## src/rtl/sr_latch_access_arbiter.sv

```systemverilog
// Round-robin arbiter that shares one gated SR latch between NUM_REQ requesters and sequences its S/R/E inputs.
// Optional Q/Qbar readback check is enabled with `define SR_LATCH_VERIFY_EN.
module sr_latch_access_arbiter #(
  parameter int unsigned NUM_REQ   = 4,
  parameter int unsigned PULSE_LEN = 2,
  parameter int unsigned SETUP_LEN = 1
) (
  input  logic               clk,
  input  logic               reset,
  input  logic [NUM_REQ-1:0] req,
  input  logic [NUM_REQ-1:0] op,
  output logic [NUM_REQ-1:0] gnt,
  output logic               done,
  output logic               err,
  output logic               S,
  output logic               R,
  output logic               E,
  input  logic               Q,
  input  logic               Qbar
);

  localparam int unsigned MAX_LEN = (PULSE_LEN > SETUP_LEN) ? PULSE_LEN : SETUP_LEN;
  localparam int unsigned CW      = $clog2(MAX_LEN + 1);
  localparam int unsigned IW      = $clog2(NUM_REQ);

  typedef enum logic [2:0] {
    IDLE,
    SETUP,
    PULSE,
    HOLD,
    DONE
  } state_t;

  state_t             state_q, state_d;
  logic [CW-1:0]      cnt_q, cnt_d;
  logic [IW-1:0]      ptr_q, ptr_d;
  logic [IW-1:0]      win_q, win_d;
  logic               op_q, op_d;
  logic [NUM_REQ-1:0] gnt_q, gnt_d;
  logic               s_q, s_d;
  logic               r_q, r_d;
  logic               e_q, e_d;
  logic               done_q, done_d;
  logic               err_d;

  logic               pick_valid;
  logic [IW-1:0]      pick_idx;
  logic [IW-1:0]      cand_idx;
  int unsigned        cand;

  // First active requester at or after the round-robin pointer, wrapping at NUM_REQ-1.
  always_comb begin
    pick_valid = 1'b0;
    pick_idx   = '0;
    cand       = 0;
    cand_idx   = '0;
    for (int unsigned i = 0; i < NUM_REQ; i++) begin
      cand     = (32'(ptr_q) + i) % NUM_REQ;
      cand_idx = cand[IW-1:0];
      if (!pick_valid && req[cand_idx]) begin
        pick_valid = 1'b1;
        pick_idx   = cand_idx;
      end
    end
  end

  always_comb begin
    state_d = state_q;
    cnt_d   = cnt_q;
    ptr_d   = ptr_q;
    win_d   = win_q;
    op_d    = op_q;
    gnt_d   = gnt_q;
    s_d     = s_q;
    r_d     = r_q;
    e_d     = e_q;
    done_d  = 1'b0;
    err_d   = 1'b0;

    unique case (state_q)
      IDLE: begin
        gnt_d = '0;
        s_d   = 1'b0;
        r_d   = 1'b0;
        e_d   = 1'b0;
        if (pick_valid) begin
          state_d = SETUP;
          cnt_d   = CW'(SETUP_LEN - 1);
          win_d   = pick_idx;
          op_d    = op[pick_idx];
          gnt_d   = NUM_REQ'(1) << pick_idx;
          s_d     = op[pick_idx];
          r_d     = ~op[pick_idx];
        end
      end
      SETUP: begin
        if (cnt_q == '0) begin
          state_d = PULSE;
          cnt_d   = CW'(PULSE_LEN - 1);
          e_d     = 1'b1;
        end else begin
          cnt_d = cnt_q - 1'b1;
        end
      end
      PULSE: begin
        if (cnt_q == '0) begin
          state_d = HOLD;
          e_d     = 1'b0;
        end else begin
          cnt_d = cnt_q - 1'b1;
        end
      end
      HOLD: begin
        // S/R are released one cycle after E falls so the latch never sees E with S==R.
        state_d = DONE;
        s_d     = 1'b0;
        r_d     = 1'b0;
        done_d  = 1'b1;
`ifdef SR_LATCH_VERIFY_EN
        err_d = (Q != op_q) | (Qbar != ~op_q) | (Q == Qbar);
`endif
      end
      DONE: begin
        state_d = IDLE;
        gnt_d   = '0;
        ptr_d   = (win_q == IW'(NUM_REQ - 1)) ? '0 : win_q + 1'b1;
      end
      default: begin
        state_d = IDLE;
        gnt_d   = '0;
        s_d     = 1'b0;
        r_d     = 1'b0;
        e_d     = 1'b0;
      end
    endcase
  end

  always_ff @(posedge clk) begin
    if (reset) begin
      state_q <= IDLE;
      cnt_q   <= '0;
      ptr_q   <= '0;
      win_q   <= '0;
      op_q    <= 1'b0;
      gnt_q   <= '0;
      s_q     <= 1'b0;
      r_q     <= 1'b0;
      e_q     <= 1'b0;
      done_q  <= 1'b0;
    end else begin
      state_q <= state_d;
      cnt_q   <= cnt_d;
      ptr_q   <= ptr_d;
      win_q   <= win_d;
      op_q    <= op_d;
      gnt_q   <= gnt_d;
      s_q     <= s_d;
      r_q     <= r_d;
      e_q     <= e_d;
      done_q  <= done_d;
    end
  end

`ifdef SR_LATCH_VERIFY_EN
  logic err_q;

  always_ff @(posedge clk) begin
    if (reset) begin
      err_q <= 1'b0;
    end else begin
      err_q <= err_d;
    end
  end

  assign err = err_q;
`else
  logic unused_latch_fb;

  assign unused_latch_fb = ^{Q, Qbar, err_d};
  assign err             = 1'b0;
`endif

  assign gnt  = gnt_q;
  assign done = done_q;
  assign S    = s_q;
  assign R    = r_q;
  assign E    = e_q;

endmodule

```

## config.mk

```make
export PLATFORM = sky130hd
export DESIGN_NAME = sr_latch_access_arbiter
export DESIGN_NICKNAME = d
export VERILOG_FILES = /design/src/rtl/sr_latch_access_arbiter.sv
export SDC_FILE = /design/constraint.sdc
export NUM_CORES = 1
export LEC_CHECK = 0
export CAP_MARGIN = 20
export CORE_MARGIN = 10
export CORE_UTILIZATION = 52
export CTS_BUF_LIST = sky130_fd_sc_hd__clkbuf_16
export DETAILED_ROUTE_END_ITERATION = 12
export PLACE_DENSITY_LB_ADDON = 0.1
export SLEW_MARGIN = 20
export SYNTH_ARGS = -nofsm -noshare
export SYNTH_HDL_FRONTEND = slang
export SYNTH_SLANG_ARGS = --single-unit
```

## constraint.sdc

```tcl
create_clock -name clk -period 2.9 [get_ports clk]
set_input_delay 0.58 -clock clk [delete_from_list [all_inputs] [get_ports clk]]
set_output_delay 0.58 -clock clk [all_outputs]
set_load 0.02 [all_outputs]
```

==> impl_metrics.ini <==
[status]
status = complete, no violations

[worst_setup_path]
crit_path_start_kind = input pin
timing.rr.start = ptr_q[1]
crit_fanout = 7
endpoint_kind = flop
path_buf_inv = 1
critPathSlowestCell = clkdlybuf4s50_1
cp.required_ns = 3.07
crit_chain = clkdlybuf4s50_1, mux2i_1, nor2_1, nor3_2, mux2_2, o211ai_1
cp.arrival_ns = 2.31
path_class = input pin to flop
crit_family = multiplexers
ff2ff_path_depth = 5
cpPeakStageDelay_ns = 0.48
crit-reg2reg-capture = R
r2r_slack_ns = 1.04

[place]
dp_slack_ns = 0.471
place_congestion = 0.786
place_area_mm2 = 0.00108
dp_hpwl_mm = 1.50
portBuffers = 17

[routing]
drt_wl_total_mm = 1.97
drt_iter0_drc = 22
first_pass_iters = 4
drc_errors = 0
ant_nets = 0
vias = 852
viasPerCell = 5.80
wire_per_inst_um = 13.4

[die]
die_w_um = 61.9
die_area_mm2 = 0.00383
core_area_mm2 = 0.00169
ios = 21
initial_core_util_pct = 54.1
num_rows = 15
dieHeight_um = 61.9

[sta]
drv_slew = 0
fmax_mhz = 468
rsz0062_at_grt = false
layout_setup_ws_ns = 0.763
skew_ns = 0.00126
period_needed_ns = 2.14
tns_ns = 0
hold_viol_final = 0
min_period_over_period_pct = 73.7
setup-violations-final = 0

[grt]
grt_max_degree = 15
overflow = 0
gr-usage-all-layers_pct = 11.7
antenna_found_initial = 0
grt_pass1_wl_mm = 3.37
grt_pass1_vias = 813

[cells_and_area]
syn_to_final_growth_pct = 26.7
fin_nets = 146
antenna_cells = 0
design_area_mm2 = 0.00116
multiInputGateArea_um2 = 520
drive_gt1_share_pct = 6.15
seq_area_um2 = 340
num-fill-cells = 148

[clock_tree]
clk_pin_slew_ns = 0.05
cts_hold_buf = 0
cts_made_buffers = 3
cts_root_buf = clkbuf_16
cts_tree = done
cts.path.max_buffers = 2
clk_latency_ns = 0.25
clock_sinks = 17
h-tree-depth = 1
cts_setup_buffers = 0
post_cts_resized = 0

[synth]
seq_area_frac_synth_pct = 37.3
synthSimpleGateAreaFrac_pct = 27.4
synth_area_leaders = dfxtp_1, nand2_1, nor2_1
synthAdderAreaFrac_pct = 4.11
synthDominantCellAreaShare_pct = 37.3
synthMuxAreaShare_pct = 4.52
ys_types = 35
synth_top_cell_by_area = dfxtp_1
postSynth.asyncResetShare_pct = 0
synth_edf_count = 0
syn-num-nets = 129
avgSynthCellArea_um2 = 8.01
synth_cells = 114
synth_top_family_by_area = simple AND/OR/NAND/NOR gates
yosysWarnings = 0
synth-xor-area-share_pct = 0.959
netlist_area_um2 = 913
synth_compound_area_share_pct = 19.6
ys_dominant_reg_cell = dfxtp_1
ys_ff_latch = 17

[power]
p_comb_share_pct = 27.1
p_leak_uw = 0.000454
switchingPower_uw = 231
power_frac_seq_pct = 38.4
clockPowerShare_pct = 34.6
swShare_pct = 29.8
vdd_drop_max_v = 0.000412
p_int_uw = 544
p_per_area_mw_per_mm2 = 670

[hold_path]
hp-class = flop to flop
min_from = gnt[2]
hold_end = gnt[2]
whs_path_depth = 2

[flow_run]
maxCapViolCount = 0
==> per-layer routing <==
metal  global-route usage (%)  share of wire (%)
met1                     12.2                 43
met2                     19.8                 45
met3                     4.88                 10
met4                     5.73                1.8
met5                        0                  0
==> cells by family after synthesis <==
logic type	Yosys count
other	1
AOI/OAI and AO/OA	27
DFF	17
muxes	4
xor gates and xnor gates	1
and+or+nand+nor	50
adders and majority gates	3
buffers and inverters	11
==> cell usage in the layout (no fill, tap or decap), types with 2 or more instances in the layout <==
cell	count
nand2b_1	3
nor3_1	5
and3_1	3
inv_1	6
clkbuf_16	3
dfxtp_1	17
ha_1	3
nand3b_1	3
or4_1	2
mux2i_1	3
nand2_1	14
o211ai_1	2
a21oi_1	10
o21ai_0	3
o21a_1	2
nor2_1	14
clkdlybuf4s50_1	17
a32oi_1	2
o22ai_1	2
==> Yosys cell counts, types with 2 or more instances <==
cell type / n
and3_1: 3
nand2b_1: 3
o21ai_0: 3
o21a_1: 2
ha_1: 3
nor2_1: 14
o211ai_1: 2
mux2i_1: 3
inv_1: 5
nor3_1: 5
clkbuf_1: 4
dfxtp_1: 17
nand2_1: 14
a21oi_1: 10
o22ai_1: 2
nand3b_1: 3
or4_1: 2
a32oi_1: 2
==> power groups by stage <==
stage / clock network (uW) / logic [uW] / registers, uW
after global placement: 0 / 205 / 299
final: 268 / 210 / 297
after floorplan: 0 / 140 / 300
after global routing: 286 / 237 / 302
after CTS: 274 / 212 / 297
after detailed placement: 0 / 210 / 301
==> state kept, by name, summed over array words and instances, names as in the netlist <==
| signal | flops |
|---|---|
| S | 1 |
| win_q | 2 |
| gnt | 4 |
| ptr_q | 2 |
| done | 1 |
| cnt_q | 2 |
| E | 1 |
| R | 1 |
| state_q | 3 |
==> worst min-delay path: cells and delay by family (launching register included) <==
kind             cells  cell delay, ns
AND/OR/NAND/NOR      1            0.05
flip-flops           1            0.30
AO/OA/AOI/OAI        1            0.05
==> worst max-delay path by stage <==
stage	to	startpoint	cells after the start	slack, ns
finish	R	req[0]	6	0.76
global route	R	req[0]	6	0.54
CTS	R	req[0]	6	0.73
detailed placement	R	req[0]	6	0.47
global placement	R	req[0]	6	0.52
floorplan	R	req[0]	5	1.12
==> cell type report <==
type / instances / share of cell area, %
multi-input cells: 86 / 45.0
well taps: 17 / 1.84
clock inverters: 1 / 0.324
clock buffers: 3 / 6.49
flip-flops and latches: 17 / 29.4
inverters: 5 / 1.62
repair buffers: 18 / 15.4
==> per-stage QoR <==
step | utilization (%) | power (uW) | hold WS, ns | std cells
6_report | 68.5 | 775 | 0.450 | 147
3_5_place_dp | 63.9 | 511 | 0.447 | 143
2_1_floorplan | - | 440 | 0.463 | 114
4_1_cts | 68.5 | 782 | 0.456 | 147
5_1_grt | 68.5 | 825 | 0.476 | 147
3_3_place_gp | 63.9 | 504 | 0.441 | 143
Power figures use the tool's default switching activity.
